File: config.mk
export PLATFORM = sky130hd
export DESIGN_NAME = input_port_ctrl
export DESIGN_NICKNAME = d
export VERILOG_FILES = /design/src/rtl/input_port_pkg.sv /design/src/rtl/sync_debounce.sv /design/src/rtl/input_port_ctrl.sv
export SDC_FILE = /design/constraint.sdc
export NUM_CORES = 1
export LEC_CHECK = 0
export CAP_MARGIN = 20
export CORE_AREA = 2 2 69 71
export CTS_BUF_LIST = sky130_fd_sc_hd__clkbuf_4 sky130_fd_sc_hd__clkbuf_8 sky130_fd_sc_hd__clkbuf_16
export DETAILED_ROUTE_END_ITERATION = 10
export DIE_AREA = 0 0 71 73
export PLACE_DENSITY = 0.67
export SYNTH_ARGS = -nofsm -noshare
export SYNTH_HDL_FRONTEND = slang
export SYNTH_SLANG_ARGS = --single-unit
File: constraint.sdc
create_clock -name clk -period 4.7 [get_ports clk]
set_input_delay 0.705 -clock clk [delete_from_list [all_inputs] [get_ports clk]]
set_output_delay 0.705 -clock clk [all_outputs]
set_load 0.05 [all_outputs]
File: src/rtl/input_port_pkg.sv
// Shared types and defaults for the CPU operand-input front end.
package input_port_pkg;

  typedef enum logic {
    IDLE  = 1'b0,
    VALID = 1'b1
  } in_state_t;

  localparam int DEFAULT_WIDTH    = 8;
  localparam int DEFAULT_DEBOUNCE = 4;

endpackage

File: src/rtl/sync_debounce.sv
// Two-flop synchronizer followed by a counter debouncer; the whole vector
// is treated as one unit so a multi-bit change is accepted atomically.
module sync_debounce #(
  parameter int               WIDTH           = 8,
  parameter int               DEBOUNCE_CYCLES = 4,
  parameter logic [WIDTH-1:0] RST_VAL         = '0
) (
  input  logic             clk,
  input  logic             rstn,
  input  logic [WIDTH-1:0] d_raw,
  output logic [WIDTH-1:0] d_stable
);

  localparam int                CNT_W   = $clog2(DEBOUNCE_CYCLES + 1);
  localparam logic [CNT_W-1:0]  CNT_MAX = CNT_W'(DEBOUNCE_CYCLES - 1);

  logic [WIDTH-1:0] sync_w;

  for (genvar gi = 0; gi < WIDTH; gi++) begin : g_sync
    logic meta_q;
    logic sync_q;

    always_ff @(posedge clk) begin
      if (!rstn) begin
        meta_q <= RST_VAL[gi];
        sync_q <= RST_VAL[gi];
      end else begin
        meta_q <= d_raw[gi];
        sync_q <= meta_q;
      end
    end

    assign sync_w[gi] = sync_q;
  end

  logic [WIDTH-1:0] cand_q,   cand_d;
  logic [WIDTH-1:0] stable_q, stable_d;
  logic [CNT_W-1:0] cnt_q,    cnt_d;

  // Counter saturates at CNT_MAX so a long-held value keeps re-writing stable.
  always_comb begin
    cand_d   = cand_q;
    stable_d = stable_q;
    cnt_d    = cnt_q;
    if (sync_w != cand_q) begin
      cand_d = sync_w;
      cnt_d  = '0;
    end else if (cnt_q == CNT_MAX) begin
      stable_d = cand_q;
    end else begin
      cnt_d = cnt_q + 1'b1;
    end
  end

  always_ff @(posedge clk) begin
    if (!rstn) begin
      cand_q   <= RST_VAL;
      stable_q <= RST_VAL;
      cnt_q    <= '0;
    end else begin
      cand_q   <= cand_d;
      stable_q <= stable_d;
      cnt_q    <= cnt_d;
    end
  end

  assign d_stable = stable_q;

endmodule

File: src/rtl/input_port_ctrl.sv
// Switch/button front end for the CPU inputSignal port: debounced capture of
// one byte per button press, valid/ack handshake and sticky overrun flag.
module input_port_ctrl
  import input_port_pkg::*;
#(
  parameter int WIDTH           = DEFAULT_WIDTH,
  parameter int DEBOUNCE_CYCLES = DEFAULT_DEBOUNCE
) (
  input  logic             clk,
  input  logic             rstn,
  input  logic [WIDTH-1:0] sw_in,
  input  logic             key_n,
  output logic [WIDTH-1:0] stable_sw,
  output logic [WIDTH-1:0] in_data,
  output logic             in_valid,
  input  logic             in_ack,
  output logic             overrun
);

  logic [WIDTH-1:0] sw_stable_w;
  logic             key_stable_w;

  sync_debounce #(
    .WIDTH           (WIDTH),
    .DEBOUNCE_CYCLES (DEBOUNCE_CYCLES),
    .RST_VAL         ({WIDTH{1'b0}})
  ) u_sw_db (
    .clk      (clk),
    .rstn     (rstn),
    .d_raw    (sw_in),
    .d_stable (sw_stable_w)
  );

  // Key idles high (active-low button), so its pipeline resets to 1.
  sync_debounce #(
    .WIDTH           (1),
    .DEBOUNCE_CYCLES (DEBOUNCE_CYCLES),
    .RST_VAL         (1'b1)
  ) u_key_db (
    .clk      (clk),
    .rstn     (rstn),
    .d_raw    (key_n),
    .d_stable (key_stable_w)
  );

  logic             key_prev_q;
  logic             press_w;
  in_state_t        state_q;
  logic [WIDTH-1:0] in_data_q;
  logic             in_valid_q;
  logic             overrun_q;

  assign press_w = key_prev_q & ~key_stable_w;

  always_ff @(posedge clk) begin
    if (!rstn) begin
      key_prev_q <= 1'b1;
      state_q    <= IDLE;
      in_data_q  <= '0;
      in_valid_q <= 1'b0;
      overrun_q  <= 1'b0;
    end else begin
      key_prev_q <= key_stable_w;
      case (state_q)
        IDLE: begin
          if (press_w) begin
            in_data_q  <= sw_stable_w;
            in_valid_q <= 1'b1;
            state_q    <= VALID;
          end
        end
        VALID: begin
          // A press coinciding with ack replaces the byte instead of dropping it.
          if (press_w) begin
            if (in_ack) begin
              in_data_q <= sw_stable_w;
            end else begin
              overrun_q <= 1'b1;
            end
          end else if (in_ack) begin
            in_valid_q <= 1'b0;
            state_q    <= IDLE;
          end
        end
        default: begin
          state_q    <= IDLE;
          in_valid_q <= 1'b0;
        end
      endcase
    end
  end

  assign stable_sw = sw_stable_w;
  assign in_data   = in_data_q;
  assign in_valid  = in_valid_q;
  assign overrun   = overrun_q;

endmodule
## Word-level counts from Yosys, hierarchy flattened

Cells that the tools add are included.
Widths: inputs -> output; s select.

- $add $sub $neg: 2
- Multipliers: 0
- Equality and inequality tests: 8
- Reductions and logical operators: 7
- Div/mod/pow operators: 0
- $lt $le $gt $ge: 0
- Shift-type cells: 0
- Bitwise operators: 7
- Mux-type cells: 12

Operator list:

| operator | count |
|---|---|
| $mux 8 | 3 |
| $pmux 8 s2 | 1 |
| $reduce_and 3->1 | 3 |
| $ne 2x2->1 const B | 4 |
| $ne 8x8->1 | 1 |
| $add 3x1->3 const B | 2 |
| $eq 3x2->1 const B | 2 |
| $mux 1 | 6 |
| $not 1->1 | 6 |
| $pmux 1 s2 | 2 |
| $reduce_and 2->1 | 2 |
| $reduce_or 2->1 | 2 |
| $and 1x1->1 | 1 |
| $ne 1x1->1 | 1 |

- Register bits after elaboration: 54
- Bits in read-only memories: 0
- Bits in writable memories: 0
- Memories: 0
- Output and inout bits: 18
- Latch bits: 0
- Input bits: 12

## Longest topological paths before layout

- Depth after elaboration: 4
- Mapped depth: 6

## Hierarchy

Synthesis repeated with hierarchy kept, for this count alone.

- Cells, all modules: 188
- Area, all modules: 1,949.4 µm²

By module, submodules not included:

| module | seq. area each (µm²) | times used | area each (µm²) | cells each |
|---|---|---|---|---|
| sync_debounce (u_sw_db) | 700.7 | 1 | 1,184.9 | 110 |
| input_port_ctrl | 240.2 | 1 | 504.2 | 52 |
| sync_debounce (u_key_db) | 140.1 | 1 | 260.2 | 26 |

## Least setup slack after synthesis

Ideal clock, no wire load.

- Kind: reg2reg
- Start: reg u_key_db.stable_q, in the netlist u_key_db.d_stable
- End: reg in_data_q[0], in the netlist in_data[0]
- Data arrival time: 1,379 ps
- Required time: 4,576 ps
- Path buffers: 0
- Setup time: 124 ps
- Path slack: 3,197 ps
- Stages on the path, launching flop included: 7
- Path through: dfxtp_1 > nand2b_1 > ha_1 > nor2_1 > nand2_1 > nand2_1 > a21boi_0

- Word-level cells in the longest chain between the ends: 4
- Elaborated cells on any way between the ends: 5
- Those cells by class: eq/ne (2); bitwise (2); reduce/logical (1)

Ends and longest elaborated chain:

| item | line | source |
|---|---|---|
| from (decl) | sync_debounce.sv:37 | `logic [WIDTH-1:0] stable_q, stable_d;` |
| from (signal assigned) | sync_debounce.sv:62 | `stable_q <= stable_d;` |
| $not 1->1 * | input_port_ctrl.sv:53 | `assign press_w = key_prev_q & ~key_stable_w;` |
| $and 1x1->1 * | input_port_ctrl.sv:53 |  |
| $ne 2x2->1 (no source line) | -- |  |
| $reduce_and 3->1 (no source line) * | -- |  |
| to (signal assigned) | input_port_ctrl.sv:67 | `in_data_q <= sw_stable_w;` |
| to (signal assigned) | input_port_ctrl.sv:76 | `in_data_q <= sw_stable_w;` |
| to (decl) | input_port_ctrl.sv:49 | `logic [WIDTH-1:0] in_data_q;` |

Every way passes the cells marked *; elsewhere a longest branch is shown, timed or not.
A chain may end at the register's enable or synchronous reset.

## Worst setup path after layout

- Start: reg u_sw_db.stable_q[0], in the netlist u_sw_db.d_stable[0]
- End: out stable_sw[0]

RTL lines:

| item | line | source |
|---|---|---|
| from (decl) | sync_debounce.sv:37 |  |
| from (signal assigned) | sync_debounce.sv:62 |  |
| to (decl) | input_port_ctrl.sv:13 | `output logic [WIDTH-1:0] stable_sw,` |

No word-level cell between the ends.

==> flow_metrics.env <==
export IMPL_status="completed"
export IMPL_cp_slowest_cell="clkdlybuf4s50_1"
export IMPL_critPathLaunch="u_sw_db.d_stable[0]"
export IMPL_path_cells="clkdlybuf4s50_1"
export IMPL_r2r_end="in_data[5]"
export IMPL_fillers=428
export IMPL_syn_num_nets=207
export IMPL_antenna_found_initial=0
export IMPL_critPathMaxStageDelay_ns=0.82
export IMPL_ys_seq_elements=54
export IMPL_start_util=0.426
export IMPL_grt_total_usage=0.111
export IMPL_yosysSeqAreaShare=0.559
export IMPL_cts_path_max_buffers=2
export IMPL_htreeDepth=2
export IMPL_clk_latency_ns=0.29
export IMPL_grt_pass1_wl_microns=4570
export IMPL_postRouteAntennaNets=0
export IMPL_dpl_cell_area_sq_um=2240
export IMPL_num_vias=1238
export IMPL_mostFrequentLayoutCells="54 x dfxtp_1, 29 x clkdlybuf4s50_1, 27 x nand2_1"
export IMPL_cts_resized=0
export IMPL_clkTransAtPathRegs_ns=0.09
export IMPL_yosys_area_top_type="dfxtp_1"
export IMPL_finalNonFillerCells=273
export IMPL_end_kind="primary output"
export IMPL_numCtsBuffers=5
export IMPL_syn_area_sq_um=1930
export IMPL_max_freq_mhz=456
export IMPL_area_growth_pct=20.7
export IMPL_cts_tree="done"
export IMPL_ys_warn_count=0
export IMPL_dieArea_sq_um=5180
export IMPL_r2r_setup_slack_ns=2.94
export IMPL_holdWs_ns=0.419
export IMPL_grt_max_degree=59
export IMPL_grt_ovfl_total=0
export IMPL_cts_root_buffer="clkbuf_8"
export IMPL_wl_per_cell_microns=9.60
export IMPL_finalClockSkew_ns=0.00505
export IMPL_diodes=0
export IMPL_required_ns=3.99
export IMPL_drive_gt1_frac=0.0411
export IMPL_cts_hold_buf=0
export IMPL_layout_commonest_cell="dfxtp_1"
export IMPL_tightest_slew_ns=0.515
export IMPL_wirelength_microns=2620
export IMPL_critPathKind="reg2out"
export IMPL_syn_inst=189
export IMPL_p_leak_nw=0.898
export IMPL_rsz0062_at_grt="false"
export IMPL_hold_violations=0
export IMPL_critPathBufInv=1
export IMPL_finalWeightedCongestion=0.678
export IMPL_io_pins=30
export IMPL_ys_types=24
export IMPL_setup_viol=0
export IMPL_min_path_type="reg2reg"
export IMPL_critPathTopFamily="buffers and inverters"
export IMPL_clock_sinks=54
export IMPL_core_area_sq_um=4540
export IMPL_arrival_ns=1.49
export IMPL_postSynthAreaPerCell_sq_um=10.2
export IMPL_fin_nets=236
export IMPL_die_x_microns=71
export IMPL_fin_area_sq_um=2330
export IMPL_worst_path_stages=1
export IMPL_reg2reg_depth=6
export IMPL_synth_top_area_share=0.559
export IMPL_fin_crit_sh=0.466
export IMPL_drv_cap=0
export IMPL_dpl_cell_count=265
export IMPL_first_iter_violations=40
export IMPL_slew_viol_final=0
export IMPL_portBuffers=29
export IMPL_dp_hpwl_microns=1870
export IMPL_grt_pass1_vias=1038
export IMPL_cp_endpoint="stable_sw[0]"
export IMPL_vdd_drop_max_v=0.000224
export IMPL_post_route_drc_count=0
export IMPL_die_h_microns=73
export IMPL_synthTopCellsByArea="dfxtp_1 56%, and2_1 7.8%, nand2_1 5.2%, mux2i_1 5.2%, xor2_1 4.5%"
export IMPL_p_per_area_nw_per_um2=329
export IMPL_post_cts_setup_buffers=0
export IMPL_critPathMaxFanout=3
export IMPL_period_minus_slack_ns=2.19
export IMPL_p_total_uw=769
export IMPL_rr_startpoint="u_key_db.d_stable"
export IMPL_relSlewSlack=0.656
export IMPL_setup_tns_ns=0
export IMPL_startpoint_type="register"
export IMPL_drt_first_pass_iters=4
export IMPL_avgViaCountPerCell=4.53
export IMPL_rows=25
layer usage:
layer  up-vias  share of wire  wire (microns)  GRT usage
li1        673              -               -          -
met1       537           0.50            1310      0.141
met2        26           0.45            1170      0.173
met3         2          0.038              99     0.0331
met4         0          0.013              34     0.0503
met5         -              0               0          0
flip-flops by register name, indices dropped and copies added (netlist names), 3 cells and up:
register,count
in_data,8
u_key_db.cnt_q,3
u_sw_db.cand_q,8
u_sw_db.cnt_q,3
u_sw_db.d_stable,8
u_sw_db.g_sync.meta_q,8
u_sw_db.g_sync.sync_q,8
synthesized netlist by cell type, drive strengths merged:
cell / n
dfxtp: 54
nand2: 27
and2: 24
mux2i: 10
nor2: 10
xor2: 10
a21boi: 9
nand3: 9
nand2b: 7
ha: 6
a21oi: 4
buf: 4
clkbuf: 3
inv: 3
nor4: 2
a22oi: 1
and3: 1
dlymetal6s2s: 1
nor2b: 1
o21a: 1
o21ai: 1
xnor2: 1
how the worst min path moves through the flow:
| stage | endpoint | slack [ns] | cells after the start | from |
|---|---|---|---|---|
| floorplan | u_key_db.g_sync[0].sync_q | 0.39 | 1 | u_key_db.g_sync[0].meta_q |
| global placement | u_key_db.g_sync[0].sync_q | 0.39 | 1 | u_key_db.g_sync[0].meta_q |
| detailed placement | u_key_db.g_sync[0].sync_q | 0.40 | 1 | u_key_db.g_sync[0].meta_q |
| CTS | u_key_db.g_sync[0].sync_q | 0.42 | 1 | u_key_db.g_sync[0].meta_q |
| global route | u_key_db.g_sync[0].sync_q | 0.43 | 1 | u_key_db.g_sync[0].meta_q |
| finish | u_key_db.g_sync[0].sync_q | 0.42 | 1 | u_key_db.g_sync[0].meta_q |
power breakdown:
group | switching, mW | total [mW] | internal [mW] | leakage (nW)
Combinational | 0.0169 | 0.0395 | 0.0226 | 0.412
Sequential | 0.00616 | 0.477 | 0.470 | 0.440
Clock | 0.145 | 0.252 | 0.108 | 0.0447
logic make-up (layout without fill, tap and decap cells):
group,after synthesis,in the layout,share of synthesized area
AO/OA/AOI/OAI,16,16,0.0557
flip-flops,54,54,0.559
adder cells (fa/ha/maj),6,6,0.0388
buffers and inverters,11,41,0.0362
AND/OR/NAND/NOR,81,81,0.208
multiplexers,10,10,0.0518
XOR/XNOR,11,11,0.0498
worst register-to-register path: cells and delay by family, from the launching register on:
family | cells | cell delay [ns]
adder cells (fa/ha/maj) | 1 | 0.20
AND/OR/NAND/NOR | 4 | 1.03
flip-flops | 1 | 0.34
AO/OA/AOI/OAI | 1 | 0.08
stage by stage:
stage	worst slack, ns	utilization
floorplan	3.20	-
global placement	2.62	0.494
detailed placement	2.56	0.494
CTS	2.49	0.514
global route	2.45	0.514
finish	2.51	0.514
cell type report:
| class | count | area [sq um] | share of cell area |
|---|---|---|---|
| clock buffers | 5 | 68.8 | 0.0295 |
| clock inverters | 3 | 25.0 | 0.0107 |
| inverters | 3 | 11.3 | 0.00483 |
| multi-input cells | 124 | 782 | 0.335 |
| flip-flops and latches | 54 | 1080 | 0.463 |
| well taps | 54 | 67.6 | 0.0290 |
| repair buffers | 30 | 298 | 0.128 |
No activity file was read; power rests on OpenSTA's default activity.
